$ cat src/rtl/divclk_period_meter.sv
// divclk_period_meter: times the divided clock in clk_in cycles.
// Reports period/high time over valid/ready and flags a stalled div_clk.
module divclk_period_meter #(
    parameter int          CNT_WIDTH = 26,
    parameter int unsigned TIMEOUT   = 2**26 - 1
) (
    input  logic                 clk_in,
    input  logic                 nrst,
    input  logic                 div_clk,
    input  logic                 bypass,
    input  logic                 meas_ready,
    input  logic                 clr_sticky,
    output logic                 rise_strb,
    output logic                 meas_valid,
    output logic [CNT_WIDTH-1:0] period,
    output logic [CNT_WIDTH-1:0] high_time,
    output logic                 stalled,
    output logic                 overrun
);

    localparam logic [CNT_WIDTH-1:0] TMO = CNT_WIDTH'(TIMEOUT);
    localparam logic [CNT_WIDTH-1:0] ONE = CNT_WIDTH'(1);

    typedef enum logic [1:0] {
        WAIT_RISE,
        MEASURE,
        STALL,
        BYPASS
    } state_t;

    state_t state_q;
    state_t state_d;

    logic s1;
    logic s2;
    logic s3;
    logic rise;
    logic cap;
    logic xfer;
    logic drop;

    logic [CNT_WIDTH-1:0] cnt;
    logic [CNT_WIDTH-1:0] hcnt;

    assign rise = s2 & ~s3;
    assign cap  = (state_q == MEASURE) & rise & ~bypass;
    assign xfer = meas_valid & meas_ready;
    assign drop = cap & meas_valid & ~meas_ready;

    assign stalled = (state_q == STALL);

    // Two-flop synchroniser plus one delay flop for edge detection.
    always_ff @(posedge clk_in or negedge nrst) begin
        if (!nrst) begin
            s1 <= 1'b0;
            s2 <= 1'b0;
            s3 <= 1'b0;
        end else begin
            s1 <= div_clk;
            s2 <= s1;
            s3 <= s2;
        end
    end

    // FSM state register.
    always_ff @(posedge clk_in or negedge nrst) begin
        if (!nrst) begin
            state_q <= WAIT_RISE;
        end else begin
            state_q <= state_d;
        end
    end

    // Next-state logic; bypass overrides every state.
    always_comb begin
        state_d = state_q;
        unique case (state_q)
            WAIT_RISE: if (rise) state_d = MEASURE;
            MEASURE:   if (!rise && cnt >= TMO) state_d = STALL;
            STALL:     if (rise) state_d = MEASURE;
            BYPASS:    if (!bypass) state_d = WAIT_RISE;
        endcase
        if (bypass) begin
            state_d = BYPASS;
        end
    end

    // Period and high-time counters; hcnt stops once s2 falls.
    always_ff @(posedge clk_in or negedge nrst) begin
        if (!nrst) begin
            cnt  <= '0;
            hcnt <= '0;
        end else if (bypass || state_q == BYPASS) begin
            cnt  <= '0;
            hcnt <= '0;
        end else if (rise) begin
            cnt  <= ONE;
            hcnt <= ONE;
        end else if (state_q == MEASURE) begin
            if (cnt != '1) begin
                cnt <= cnt + ONE;
            end
            if (s2 && hcnt != '1) begin
                hcnt <= hcnt + ONE;
            end
        end
    end

    // Result registers, handshake and sticky overrun flag.
    always_ff @(posedge clk_in or negedge nrst) begin
        if (!nrst) begin
            rise_strb  <= 1'b0;
            meas_valid <= 1'b0;
            period     <= '0;
            high_time  <= '0;
            overrun    <= 1'b0;
        end else begin
            rise_strb <= rise & ~bypass;
            if (bypass) begin
                meas_valid <= 1'b1;
                period     <= ONE;
                high_time  <= '0;
            end else if (state_q == BYPASS) begin
                meas_valid <= 1'b0;
                period     <= '0;
                high_time  <= '0;
            end else if (cap && (!meas_valid || meas_ready)) begin
                meas_valid <= 1'b1;
                period     <= cnt;
                high_time  <= hcnt;
            end else if (xfer) begin
                meas_valid <= 1'b0;
            end
            if (drop) begin
                overrun <= 1'b1;
            end else if (clr_sticky) begin
                overrun <= 1'b0;
            end
        end
    end

endmodule

$ cat config.mk
export PLATFORM = sky130hd
export DESIGN_NAME = divclk_period_meter
export DESIGN_NICKNAME = d
export VERILOG_FILES = /design/src/rtl/divclk_period_meter.sv
export SDC_FILE = /design/constraint.sdc
export NUM_CORES = 1
export LEC_CHECK = 0
export CAP_MARGIN = 0
export CORE_ASPECT_RATIO = 0.9
export CORE_UTILIZATION = 56
export CTS_BUF_LIST = sky130_fd_sc_hd__clkbuf_4 sky130_fd_sc_hd__clkbuf_8 sky130_fd_sc_hd__clkbuf_16
export CTS_CLUSTER_SIZE = 10
export DETAILED_ROUTE_END_ITERATION = 12
export MAX_ROUTING_LAYER = met4
export PLACE_DENSITY = 0.78
export SYNTH_ARGS = -nofsm -noshare
export SYNTH_HDL_FRONTEND = slang
export SYNTH_SLANG_ARGS = --single-unit
$ cat constraint.sdc
create_clock -name clk_in -period 2.72 [get_ports clk_in]
set_input_delay 0.544 -clock clk_in [delete_from_list [all_inputs] [get_ports clk_in]]
set_output_delay 0.544 -clock clk_in [all_outputs]
set_load 0.05 [all_outputs]
* After elaboration in Yosys (flattened, before gate mapping)
Cells that the tools add are included.
** Storage, ports and cells
- Register bits :: 112
- Output and inout bits :: 56
- Word-level logic and storage cells :: 73
** Cells by class
- $add $sub $neg :: 2
- Order comparisons :: 1
- Eq/ne operators :: 7
- Muxes and demuxes :: 24
- Bitwise gates (word level) :: 10
- Reductions and logical operators :: 18
** Operator list (number)
- 26-bit two-way mux :: 14
- 26-bit by 1-bit adder with 26-bit output, second input constant :: 2
- 26-bit != test, second input constant :: 2
- 26-bit greater-or-equal comparator, second input constant :: 1
- 3-bit nonzero test :: 4
- 1-bit AND :: 7
- 1-bit two-way mux :: 6
- 2-bit two-way mux :: 3
- 2-bit case mux with 3 select lines :: 1
- 2-bit AND reduction :: 3
- 2-bit == test, second input constant :: 2
- 4-bit nonzero test :: 1
- 1-bit logical AND :: 3
- 3-bit by 1-bit != test with 1-bit output, second input constant :: 1
- 3-bit by 2-bit != test with 1-bit output, second input constant :: 1
- 1-bit NOT :: 3
- 2-bit by 1-bit == test with 1-bit output, second input constant :: 1
- 1-bit zero test :: 2
- 2-bit zero test :: 1
- 1-bit logical OR :: 2
- 2-bit nonzero test :: 1
- 2-bit OR reduction :: 1

* Logic depth before layout (Yosys ltp)
Gate-level depths: netlist of run 1.
- Depth in word-level cells :: 8
- Mapped depth :: 9

* Worst setup path before layout of run 1
Ideal clock, no wire load.
- Kind :: input-to-reg
- Start point :: input port bypass
- End point :: register hcnt[18]
- Setup time :: 0.078 ns
- Arrival time :: 2.040 ns
- Data required time :: 2.642 ns
- Slack :: 0.602 ns
- Stages on the path :: 7
- Cell sequence :: buf_2 > or3b_1 > nand2_1 > or4b_1 > buf_2 > or3_1 > a21oi_1
** On the way
- Longest elaborated chain between the ends :: 3
- Elaborated cells on any way between the ends :: 5
- Those cells by class :: mux (1); reduce/logical (4)
** Ends and longest elaborated chain
- start: declaration :: line 10 : input logic bypass,
- 1-bit logical OR * :: line 93 : end else if (bypass || state_q == BYPASS) begin
- 3-bit nonzero test (no line)
- 2-bit AND reduction (no line)
- end signal: assignment :: line 104 : hcnt <= hcnt + ONE;
- end: declaration :: line 43 : logic [CNT_WIDTH-1:0] hcnt;
Every way passes the cells marked *; elsewhere a longest branch is shown, timed or not.
A chain may end at the register's enable or synchronous reset.

* Final worst setup path of run 1
- Start point :: register state_q[0]
- End point :: output port stalled
** On the way
- Longest elaborated chain between the ends :: 1
** Ends and longest elaborated chain
- start: declaration :: line 31 : state_t state_q;
- start signal: assignment :: line 70 : state_q <= state_d;
- 2-bit == test :: line 50 : assign stalled = (state_q == STALL);
- end: declaration :: line 17 : output logic stalled,
Every way passes these cells.

==> results of run 1 <==
[Yosys cell counts, drive strengths merged (5+ instances only)]
cell type,number,area share [%]
nand2,133,9.4
dfrtp,112,53
o21ai,65,6.1
a21oi,32,3.0
nor2,29,2.1
clkbuf,21,1.5
buf,17,1.7
nand3,17,1.7
o31ai,16,2.3
xnor2,15,2.5
or4,13,1.8
nand4,12,1.4
or3,12,1.4
a2111oi,6,0.99
inv,6,0.42
a211oi,5,0.71
a31o,5,0.83
and3,5,0.59
[stage by stage]
stage	cell area, um2	power, mW	hold slack, ns	std cells
finish	6290	2.84	0.229	757
global route	6290	2.94	0.291	757
CTS	6290	2.85	0.262	757
detailed placement	6110	1.94	0.335	741
global placement	6110	1.93	0.335	741
floorplan	5300	1.83	0.248	577
[logic make-up after synthesis]
kind of cell	Yosys count	share of synthesized area, %
buffers and inverters	44	3.61
AOI/OAI and AO/OA	150	17.6
DFF	112	52.8
adders and majority gates	2	0.472
xor gates and xnor gates	15	2.48
muxes	3	0.566
and+or+nand+nor	251	22.5
[path summary, 6_finish.rpt]
| check | start | to | slack (ns) | cells past startpoint |
|---|---|---|---|---|
| max | state_q[0] | stalled | 0.14 | 2 |
| min | nrst | high_time[20] | 0.23 | 1 |
| max reg2reg | cnt[0] | cnt[0] | 0.40 | 6 |
| min reg2reg | s1 | s2 | 0.36 | 0 |
| max in group asynchronous | nrst | s3 | 1.84 | 2 |
| min in group clk_in | s1 | s2 | 0.36 | 0 |
[state kept, by name (all words and copies together) (netlist names)]
signal and flops:
meas_valid 1, overrun 1, s1 1, state_q 2, period 26, cnt 26, s2 1, hcnt 26
s3 1, rise_strb 1, high_time 26
[area by class of cell]
class                      count  share of cell area [%]
timing repair buffer          80                    12.7
multi-input combinational    421                    37.0
inverter                       6                   0.358
clock buffer                  10                    2.19
tap                          122                    2.43
sequential                   112                    44.6
clock inverter                 6                   0.697
[worst register-to-register path: stages, from the launching register on]
cell      delay [ns]
dfrtp_1         0.46
ha_1            0.24
nand3_1         0.16
nor4_1          0.78
a21boi_0        0.26
xnor2_1         0.17
a21oi_1         0.18
[power groups by stage]
stage,Clock [mW],Sequential [mW],Combinational [mW]
after detailed placement,0,1.73,0.210
after CTS,0.947,1.70,0.211
final,0.932,1.70,0.208
after global placement,0,1.73,0.205
after global routing,1.02,1.70,0.229
after floorplan,0,1.74,0.0994
[layer usage]
| metal | global-route usage (%) | up-vias | routed length, um |
|---|---|---|---|
| met3 | 2.64 | 11 | 601 |
| met1 | 38.3 | 2175 | 5660 |
| met4 | 7.98 | 0 | 115 |
| met5 | - | - | 0 |
| li1 | - | 2160 | - |
| met2 | 37.9 | 160 | 5260 |
==> reports/results.txt, run 1 <==
Hpwl dp - 7.90 mm
CP max-delay cell - clkdlybuf4s50_1
FP Rows - 33
Most common cell after layout, fill and taps aside - nand2_1
Ys async rst share - 100%
Max H-tree Level - 3
Setup WS pre-CTS - 0.0953 ns
Hold buffer count at cts - 0
Skew final - 0.0156 ns
Outcome - finished, final reports clean
I/O pin total - 62
Ratio of cells with drive above 1 in the final layout - 7.40%
Clock group share of total power - 32.9%
Chip height - 94.3 um
Netlist area before placement - 5300 um2
Via count - 4506
Warning count from the yosys run - 0
PwrDens - 451 nW/um2
# fillers - 733
Clock Tree Root - clkbuf_8
Pins over their slew limit - 0
Multi-input logic area - 2330 um2
Inserted Clock Buffers - 9
Crit. End Element - output port
I/O Buffers - 61
HP Class - input port to async pin
RSZ-0062 raised after global routing - false
Worst-Skew Late Latency - 0.37 ns
DR DRC count - 0
Max Clk Rate - 0.387 GHz
Post-layout min period - 2.58 ns
Leakage - 2.44 nW
Number of hold violations in the final report - 0
Synth-to-Final Area Change - 18.5%
N_diodes - 0
Setup Buffers After CTS - 0
Avg Cell Area, Syn - 9.19 um2
Sequential fraction of the synthesis area - 52.8%
Final setup fails - 0
Die ar. - 9860 um2
Slew margin rel. - 39.1%
Clock Sinks - 112
Synthesized instance count - 577
Fin util - 68.6%
Initial antenna violation count - 0
Commonest non-fill, non-tap cells in the layout - 133 x nand2_1, 112 x dfrtp_1, 65 x o21ai_0
Detailed Route Iter0 Violations - 313
Router iterations before antenna repair - 4
Final ANT Viol Nets - 0
Worst IR drop on VDD - 0.236 mV
Cell Int Power - 2.10 mW
Required time worst endpoint - 2.18 ns
Total grt overflow - 0
Type of origin of the critical path - flop
Crit Path Class - flop to output port
Unique cell type count in the Yosys netlist - 55
Clock buffer depth - 2
FF+latch count, synth - 112
Number of global-route vias before repair - 4081
Worst-margin pin slew - 0.906 ns
CTS resizes - 0
Syn_nets - 585
Initial core utilization - 57.9%
Core area - 9170 um2
CTS tree - built
Max Cap Violations - 0
Die width - 105 um
Total GRT Usage - 25.9%
Crit path buf inv count - 1
Worst-path cell chain - nor2b_1, clkdlybuf4s50_1
Switching share of total power - 25.9%
EDFF count, synth - 0
Nets@finish - 638
GPL Wtd Cong - 0.814
Top delay family on crit path - buffers and inverters
Sw power - 735 uW
Clock slew seen by the registers of the worst setup and hold paths - 0.11 ns
Arrival time at the worst endpoint - 2.04 ns
Top_reg_cell synth - dfrtp_1
Combinational Power Share - 7.3%
Pin count of the biggest net entering global routing - 59
CP peak stage delay - 0.86 ns
Final period util - 94.9%
Vias per std cell - 5.95
Total negative slack - 0 ns
FF+latch area - 2800 um2
Global-route wire length before repair - 19.7 mm
Avg WL per Cell - 15.4 um
Reg power frac - 59.8%
Setup slack after layout - 0.138 ns
WL final - 11.6 mm
Critical-path maximum fanout - 11
(Power assumes the default switching activity.)
==> run 2, diff against run 1 <==
--- a/config.mk
+++ b/config.mk
@@ -7,12 +7,12 @@
 export LEC_CHECK = 0
 export CAP_MARGIN = 0
 export CORE_ASPECT_RATIO = 0.9
-export CORE_UTILIZATION = 56
+export CORE_UTILIZATION = 60
 export CTS_BUF_LIST = sky130_fd_sc_hd__clkbuf_4 sky130_fd_sc_hd__clkbuf_8 sky130_fd_sc_hd__clkbuf_16
-export CTS_CLUSTER_SIZE = 10
+export CTS_CLUSTER_SIZE = 24
 export DETAILED_ROUTE_END_ITERATION = 12
 export MAX_ROUTING_LAYER = met4
-export PLACE_DENSITY = 0.78
+export PLACE_DENSITY = 0.83
 export SYNTH_ARGS = -nofsm -noshare
 export SYNTH_HDL_FRONTEND = slang
 export SYNTH_SLANG_ARGS = --single-unit
==> constraint.sdc (replaced) <==
create_clock -name clk_in -period 3.2 [get_ports clk_in]
set_input_delay 0.64 -clock clk_in [delete_from_list [all_inputs] [get_ports clk_in]]
set_output_delay 0.64 -clock clk_in [all_outputs]
set_load 0.05 [all_outputs]
==> reports/results.txt, run 2 (same netlist as run 1, synthesis figures left out) <==
WL final - 11.7 mm (+0.27%)
Sw power - 607 uW (-17%)
Skew final - 0.0161 ns (+0.000532 ns)
Reg power frac - 58.6% (-1.2 points)
PwrDens - 395 nW/um2 (-12%)
RSZ-0062 raised after global routing - false
Max Cap Violations - 0 (unchanged)
Commonest non-fill, non-tap cells in the layout - 133 x nand2_1, 112 x dfrtp_1, 65 x o21ai_0
Total Power - 2.46 mW (-13%)
Total negative slack - 0 ns (unchanged)
Inserted Clock Buffers - 9 (unchanged)
Initial antenna violation count - 0 (unchanged)
Die ar. - 9220 um2 (-6.5%)
Post-layout min period - 2.67 ns
Slew margin rel. - 42.7% (+3.6 points)
Ratio of cells with drive above 1 in the final layout - 6.22% (-1.2 points)
Worst IR drop on VDD - 0.258 mV (+9.4%)
CTS tree - built
CP peak stage delay - 0.85 ns (about the same)
Avg WL per Cell - 15.6 um (+1.8%)
Outcome - finished, final reports clean
Type of origin of the critical path - flop
Reg2reg end - cnt[0]
Via count - 4533 (+0.60%)
Arrival time at the worst endpoint - 2.03 ns (about the same)
Vias per std cell - 6.08 (+2.1%)
Leakage - 2.40 nW (-1.6%)
Die width - 101 um (-3.3%)
FF-to-FF path depth - 6 (unchanged)
CP max-delay cell - clkdlybuf4s50_1
Hpwl dp - 7.76 mm (-1.8%)
Final ANT Viol Nets - 0 (unchanged)
Worst-path cell chain - nor2b_1, clkdlybuf4s50_1
Cell Int Power - 1.85 mW (-12%)
Final period util - 83.3%
Clock slew seen by the registers of the worst setup and hold paths - 0.11 ns (about the same)
Router iterations before antenna repair - 6 (+2)
Most common cell after layout, fill and taps aside - nand2_1
Core area - 8570 um2 (-6.5%)
Setup WS pre-CTS - 0.442 ns (+0.347 ns)
Initial core utilization - 61.9% (+4.0 points)
GPL Wtd Cong - 0.869 (+6.7%)
Max H-tree Level - 3 (unchanged)
Setup slack after layout - 0.534 ns (+0.396 ns)
HP Class - input port to async pin
Crit. End Element - output port
Pin count of the biggest net entering global routing - 65 (+10%)
N_diodes - 0 (unchanged)
Detailed Route Iter0 Violations - 362 (+16%)
Final setup fails - 0 (unchanged)
Switching share of total power - 24.7% (-1.2 points)
Global-route wire length before repair - 20.0 mm (+1.2%)
Number of global-route vias before repair - 4075 (-0.15%)
Fin util - 72.7% (+4.1 points)
Total grt overflow - 0 (unchanged)
FP Rows - 32 (-3.0%)
Number of hold violations in the final report - 0 (unchanged)
R2r setup slk - 0.93 ns (+0.53 ns)
Max Clk Rate - 0.375 GHz
Worst-margin pin slew - 0.852 ns (-0.0537 ns)
Chip height - 91.2 um (-3.3%)
Setup Buffers After CTS - 0 (unchanged)
Worst-Skew Late Latency - 0.38 ns (about the same)
Clock Sinks - 112 (unchanged)
Nets@finish - 631 (-1.1%)
RR Startpoint - cnt[0]
CTS resizes - 0 (unchanged)
Clock Tree Root - clkbuf_8
Total GRT Usage - 28.4% (+2.5 points)
Required time worst endpoint - 2.56 ns (+0.38 ns)
I/O pin total - 62 (unchanged)
Clock buffer depth - 2 (unchanged)
I/O Buffers - 61 (unchanged)
Crit Path Class - flop to output port
DR DRC count - 0 (unchanged)
Critical-path maximum fanout - 11 (unchanged)
Synth-to-Final Area Change - 17.5%
Clock group share of total power - 34.4% (+1.5 points)
Hold buffer count at cts - 0 (unchanged)
Combinational Power Share - 7.0% (-0.3 points)
Pins over their slew limit - 0 (unchanged)
Hold Slack - 0.349 ns (+0.120 ns)
run 2: cell types whose count changed in the layout (fill, tap and decap cells not counted), sizes merged:
| cell | delta |
|---|---|
| clkbuf | +1 |
| clkinvlp | +1 |
| bufinv | +1 |
| buf | -7 |
| clkinv | -4 |
run 2: area by class of cell:
type	instances	area, um2
inverter	6	22.5
clock inverter	4	53.8
fill	663	2340
sequential	112	2800
clock buffer	11	139
tap	119	149
multi-input combinational	421	2330
timing repair buffer	73	736
run 2: power groups by stage:
stage               Combinational, mW  Clock (mW)  Sequential (mW)
global route                    0.190       0.919             1.44
floorplan                      0.0845           0             1.48
global placement                0.168           0             1.47
CTS                             0.174       0.857             1.44
detailed placement              0.173           0             1.47
finish                          0.172       0.845             1.44
run 2: how the worst max path moves through the flow:
stage / start / endpoint / slack (ns)
floorplan: bypass / hcnt[18] / 0.99
global placement: bypass / cnt[21] / 0.49
CTS: state_q[0] / stalled / 0.57
detailed placement: bypass / cnt[21] / 0.44
finish: state_q[0] / stalled / 0.53
global route: state_q[0] / stalled / 0.49
run 2: metrics by stage:
step	std cells	area, um2
3_3_place_gp	731	6040
6_report	746	6230
5_1_grt	746	6230
4_1_cts	746	6230
3_5_place_dp	731	6040
2_1_floorplan	577	5300
run 2: metal layers:
metal / wire [um] / track usage [%]
met2: 5210 / 39.8
met1: 5630 / 43.3
met5: 0 / -
met4: 159 / 9.42
met3: 673 / 3.23
run 2: critical path: cells and delay by family, from the launching register on:
kind          cells  cell delay (ns)
simple gates      1             0.28
buf+inv           1             0.85
flops             1             0.53
